$ cat src/rtl/pga_chain_interface.sv
// Serial loader for a daisy chain of PGAs: shifts all channel gain codes out in one
// cs_n frame with a divided serial clock, a one-deep pending request and a cs_n idle gap.
//
// state    | meaning
// IDLE     | no frame, waiting for set_i
// SHIFT_LO | cs_n low, sclk_o low, miso presenting current bit
// SHIFT_HI | cs_n low, sclk_o high, PGAs capture current bit
// TAIL     | cs_n low, sclk_o low, hold after the last bit
// GAP      | cs_n high, guaranteed idle time before next frame
module pga_chain_interface #(
  parameter int CODE_W   = 8,
  parameter int N_CH     = 2,
  parameter int DIV_HALF = 1,
  parameter int CS_GAP   = 2
) (
  input  logic                     sck,
  input  logic                     rst,
  input  logic [N_CH*CODE_W-1:0]   codes_i,
  input  logic                     set_i,
  output logic                     ready_o,
  output logic                     busy_o,
  output logic                     done_o,
  output logic                     sclk_o,
  output logic                     cs_n,
  output logic                     miso
);

  localparam int NB      = N_CH * CODE_W;
  localparam int CNT_MAX = (DIV_HALF > CS_GAP) ? DIV_HALF : CS_GAP;
  localparam int CNT_W   = $clog2(CNT_MAX + 1);
  localparam int BIT_W   = $clog2(NB + 1);

  localparam logic [CNT_W-1:0] H_LOAD   = CNT_W'(DIV_HALF - 1);
  localparam logic [CNT_W-1:0] GAP_LOAD = CNT_W'(CS_GAP - 1);
  localparam logic [BIT_W-1:0] BIT_LOAD = BIT_W'(NB - 1);

  typedef enum logic [2:0] {IDLE, SHIFT_LO, SHIFT_HI, TAIL, GAP} state_t;

  state_t          state, state_nxt;
  logic [CNT_W-1:0] cnt, cnt_nxt;
  logic [BIT_W-1:0] bit_cnt, bit_nxt;
  logic [NB-1:0]    shreg, shreg_nxt;
  logic [NB-1:0]    pbuf, pbuf_nxt;
  logic             pend, pend_nxt;
  logic             in_frame;

  always_comb begin
    state_nxt = state;
    cnt_nxt   = cnt;
    bit_nxt   = bit_cnt;
    shreg_nxt = shreg;
    pbuf_nxt  = pbuf;
    pend_nxt  = pend;

    // Requests while busy park in the pending buffer; the latest one wins.
    if (state != IDLE && set_i) begin
      pend_nxt = 1'b1;
      pbuf_nxt = codes_i;
    end

    case (state)
      IDLE: begin
        if (set_i) begin
          state_nxt = SHIFT_LO;
          shreg_nxt = codes_i;
          cnt_nxt   = H_LOAD;
          bit_nxt   = BIT_LOAD;
        end
      end
      SHIFT_LO: begin
        if (cnt == '0) begin
          state_nxt = SHIFT_HI;
          cnt_nxt   = H_LOAD;
        end else begin
          cnt_nxt = cnt - CNT_W'(1);
        end
      end
      SHIFT_HI: begin
        if (cnt == '0) begin
          cnt_nxt = H_LOAD;
          if (bit_cnt == '0) begin
            state_nxt = TAIL;
          end else begin
            state_nxt = SHIFT_LO;
            shreg_nxt = shreg << 1;
            bit_nxt   = bit_cnt - BIT_W'(1);
          end
        end else begin
          cnt_nxt = cnt - CNT_W'(1);
        end
      end
      TAIL: begin
        if (cnt == '0) begin
          state_nxt = GAP;
          cnt_nxt   = GAP_LOAD;
        end else begin
          cnt_nxt = cnt - CNT_W'(1);
        end
      end
      GAP: begin
        if (cnt == '0) begin
          // A request sampled on this very edge is as good as a pending one.
          if (pend || set_i) begin
            state_nxt = SHIFT_LO;
            shreg_nxt = set_i ? codes_i : pbuf;
            cnt_nxt   = H_LOAD;
            bit_nxt   = BIT_LOAD;
            pend_nxt  = 1'b0;
          end else begin
            state_nxt = IDLE;
          end
        end else begin
          cnt_nxt = cnt - CNT_W'(1);
        end
      end
      default: state_nxt = IDLE;
    endcase

    in_frame = (state_nxt == SHIFT_LO) || (state_nxt == SHIFT_HI) || (state_nxt == TAIL);
  end

  // Outputs are registered from next-state values so they line up with the state.
  always_ff @(posedge sck) begin
    if (rst) begin
      state   <= IDLE;
      cnt     <= '0;
      bit_cnt <= '0;
      shreg   <= '0;
      pbuf    <= '0;
      pend    <= 1'b0;
      ready_o <= 1'b1;
      busy_o  <= 1'b0;
      done_o  <= 1'b0;
      sclk_o  <= 1'b0;
      cs_n    <= 1'b1;
      miso    <= 1'b0;
    end else begin
      state   <= state_nxt;
      cnt     <= cnt_nxt;
      bit_cnt <= bit_nxt;
      shreg   <= shreg_nxt;
      pbuf    <= pbuf_nxt;
      pend    <= pend_nxt;
      ready_o <= (state_nxt == IDLE) && !pend_nxt;
      busy_o  <= (state_nxt != IDLE);
      done_o  <= (state_nxt == GAP) && (cnt_nxt == '0);
      sclk_o  <= (state_nxt == SHIFT_HI);
      cs_n    <= !in_frame;
      miso    <= in_frame && shreg_nxt[NB-1];
    end
  end

endmodule

$ cat config.mk
export PLATFORM = sky130hd
export DESIGN_NAME = pga_chain_interface
export DESIGN_NICKNAME = d
export VERILOG_FILES = /design/src/rtl/pga_chain_interface.sv
export SDC_FILE = /design/constraint.sdc
export NUM_CORES = 1
export LEC_CHECK = 0
export ABC_AREA = 1
export CORE_MARGIN = 2
export CORE_UTILIZATION = 63
export DETAILED_ROUTE_END_ITERATION = 10
export DONT_BUFFER_PORTS = 1
export HOLD_SLACK_MARGIN = 0.08
export PLACE_DENSITY = 0.8
export SYNTH_ARGS = -nofsm -noshare
export SYNTH_HDL_FRONTEND = slang
export SYNTH_SLANG_ARGS = --single-unit
$ cat constraint.sdc
create_clock -name sck -period 2.3 [get_ports sck]
set_clock_uncertainty 0.2 [all_clocks]
set_input_delay 0.46 -clock sck [delete_from_list [all_inputs] [get_ports sck]]
set_output_delay 0.46 -clock sck [all_outputs]
set_load 0.03 [all_outputs]
==> impl_metrics.env <==
export IMPL_design_area_um2=2629
export IMPL_hpwl_um=4141
export IMPL_crit_family="simple AND/OR/NAND/NOR gates"
export IMPL_layout_common_cells="nand2_1 (126), nor2_1 (73), dfxtp_1 (49)"
export IMPL_synth_fa_ha_area_frac=0.01001
export IMPL_ctsHtreeMaxLevel=2
export IMPL_holdPathEnd="pbuf[11]"
export IMPL_swShare=0.3069
export IMPL_worst_setup_path_end_kind="flip-flop"
export IMPL_place_area_um2=2499
export IMPL_multi_input_area_um2=1338
export IMPL_p_seq_frac=0.490
export IMPL_p_leak_nw=1.209
export IMPL_synth_cell_types=30
export IMPL_globalRouteTotalUtil=0.2775
export IMPL_clkPwrFrac=0.323
export IMPL_finalMaxSlewViolations=0
export IMPL_synth_avg_cell_area_um2=6.480
export IMPL_p_switching_w=0.0006238
export IMPL_synth_top_family_by_area="simple AND/OR/NAND/NOR gates"
export IMPL_min_period_over_period=0.8415
export IMPL_via_per_inst=5.335
export IMPL_postCtsSetupBuffers=0
export IMPL_diodes=0
export IMPL_r2r_end="pbuf[10]"
export IMPL_synthSimpleGateAreaFrac=0.4237
export IMPL_holdWs_ns=0.1084
export IMPL_path_class="flip-flop to flip-flop"
export IMPL_holdPathStages=2
export IMPL_areaGrowthSynthToFinish_pct=5.102
export IMPL_wl_per_cell_um=12.99
export IMPL_ff2ff_path_depth=6
export IMPL_critPathMaxFanout=18
export IMPL_dpl_worst_slack_ns=0.4551
export IMPL_drt_pass1_iterations=5
export IMPL_crit_required_ns=2.32
export IMPL_yosysSeqAreaShare=0.3922
export IMPL_fp_dieH_um=67.01
export IMPL_clock_fmax_mhz=516.7
export IMPL_ioPinCount=25
export IMPL_grt_ovfl_total=0
export IMPL_drv_cap=0
export IMPL_num_fill_cells=331
export IMPL_arrival_ns=1.96
export IMPL_die_x_um=67.01
export IMPL_grt_pass1_vias=1991
export IMPL_tritoncts="built"
export IMPL_setup_violations=0
export IMPL_nNetsFinal=402
export IMPL_crit_slowest_cell="dfxtp_1"
export IMPL_die_area_um2=4490
export IMPL_drt_iter0_markers=273
export IMPL_ys_warn_count=0
export IMPL_start_kind="flip-flop"
export IMPL_crit_buf_inv=2
export IMPL_insertion_delay_ns=0.31
export IMPL_slowest_delay_ns=0.45
export IMPL_peakVddDrop_uv=486.4
export IMPL_relSlewSlack=0.3898
export IMPL_cts_buffers=5
export IMPL_gp_congestion=0.9108
export IMPL_tightestPinTransition_ns=0.9122
export IMPL_cts_clk_slew_worst_paths_ns=0.09
export IMPL_synthesis_area_um2=2501
export IMPL_reg2reg_slack_ns=0.36
export IMPL_cts_sinks=49
export IMPL_layout_drive_gt1_share=0.08901
export IMPL_grt_max_degree=25
export IMPL_holdCritPathClass="input pin to flip-flop"
export IMPL_cts_root_buf="clkbuf_8"
export IMPL_instances_no_fill=430
export IMPL_grt_pass1_wl_um=9328
export IMPL_setup_tns_ns=0
export IMPL_hold_violations=0
export IMPL_p_int_w=0.001409
export IMPL_fin_crit_ns=1.935
export IMPL_synth_seq_cells=49
export IMPL_core_um2=3744
export IMPL_p_per_area_nw_per_um2=773.1
export IMPL_port_buffers=0
export IMPL_rsz0062_at_grt="false"
export IMPL_netlist_instances=386
export IMPL_drc=0
export IMPL_regArea_um2=980.9
export IMPL_cts_buffer_depth=2
export IMPL_rows=22
export IMPL_fin_ws_ns=0.3646
export IMPL_antenna_left=0
export IMPL_routed_wl_um=5585
export IMPL_synth_xor_area_share=0.007004
export IMPL_status="finished, final reports clean"
export IMPL_dr_total_vias=2294
export IMPL_grt_antenna_before_repair=0
export IMPL_dp_cells=421
export IMPL_r2r_start="state[2]"
export IMPL_synth_compound_area_share=0.09405
export IMPL_hold_start="codes_i[11]"
export IMPL_syn_nets=407
export IMPL_cts_hold_buf=1
export IMPL_cts_resized=0
export IMPL_layout_commonest_cell="nand2_1"
export IMPL_cp_cell_sequence="inv_2 -> nand2_2 -> nand2_2 -> inv_2 -> nor2_1 -> a211oi_1"
export IMPL_yosys_mux_area_fraction=0
export IMPL_start_util=0.6681
export IMPL_combPwrFrac=0.187
[cells in the mapped netlist, drive strengths merged]
library cell / instances / area (µm²)
nand4: 14 / 87.58
inv: 26 / 97.60
ha: 2 / 25.02
xnor2: 1 / 8.760
xor2: 1 / 8.760
nor3b: 1 / 7.510
buf: 11 / 66.31
nor3: 2 / 10.01
a211oi: 1 / 7.510
and2: 2 / 12.51
nor2: 82 / 355.3
o21ai: 23 / 118.9
clkbuf: 5 / 18.77
a21oi: 20 / 100.1
nand3b: 1 / 7.510
nand2: 131 / 509.2
dfxtp: 49 / 980.9
nand3: 13 / 70.07
o2111ai: 1 / 8.760
[metal layers]
metal / vias up / GRT usage / wire length [µm]
met3: 7 / 0.09122 / 605
met1: 977 / 0.3994 / 2732
met2: 102 / 0.3911 / 2178
li1: 1208 / - / -
met4: 0 / 0.07908 / 69
met5: - / 0 / 0
[power groups by stage]
stage          logic, W  clock network, W  registers, W
6_report       0.000381          0.000656      0.000996
3_5_place_dp   0.000369                 0       0.00101
4_1_cts        0.000379          0.000659      0.000996
2_1_floorplan  0.000322                 0       0.00100
5_1_grt        0.000437          0.000693       0.00101
3_3_place_gp   0.000362                 0       0.00101
[flip-flops by register name (all words and copies together), names as in the netlist]
register and flops:
pbuf 16, shreg 16, bit_cnt 5, state 3, cnt 2, busy_o 1
cs_n 1, done_o 1, miso 1, pend 1, ready_o 1, sclk_o 1
[per-stage QoR]
step / utilization / power [W]
after floorplan: - / 0.001327
after global placement: 0.6674 / 0.001375
after detailed placement: 0.6674 / 0.001384
after CTS: 0.7022 / 0.002033
after global routing: 0.7022 / 0.002137
final: 0.7022 / 0.002032
[worst max-delay path by stage]
stage	start	end	slack, ns	cells after the start
3_3_place_gp	state[2]	ready_o	0.50	7
4_1_cts	state[2]	pbuf[10]	0.39	6
3_5_place_dp	state[2]	pbuf[10]	0.46	6
2_1_floorplan	bit_cnt[0]	shreg[11]	0.68	10
5_1_grt	state[2]	pbuf[10]	0.20	6
6_report	state[2]	pbuf[10]	0.36	6
[layout make-up]
class | instances | area share
timing repair buffer | 4 | 0.01238
inverter | 26 | 0.03713
tap | 48 | 0.02285
sequential | 49 | 0.3732
clock inverter | 2 | 0.01428
multi-input combinational | 295 | 0.5088
clock buffer | 6 | 0.03141
[cell families after synthesis]
| kind of cell | count (synthesis) |
|---|---|
| AND/OR/NAND/NOR | 246 |
| buffers and inverters | 42 |
| AO/OA/AOI/OAI | 45 |
| adder cells (fa/ha/maj) | 2 |
| XOR/XNOR | 2 |
| flip-flops | 49 |
Power figures use the tool's default switching activity.
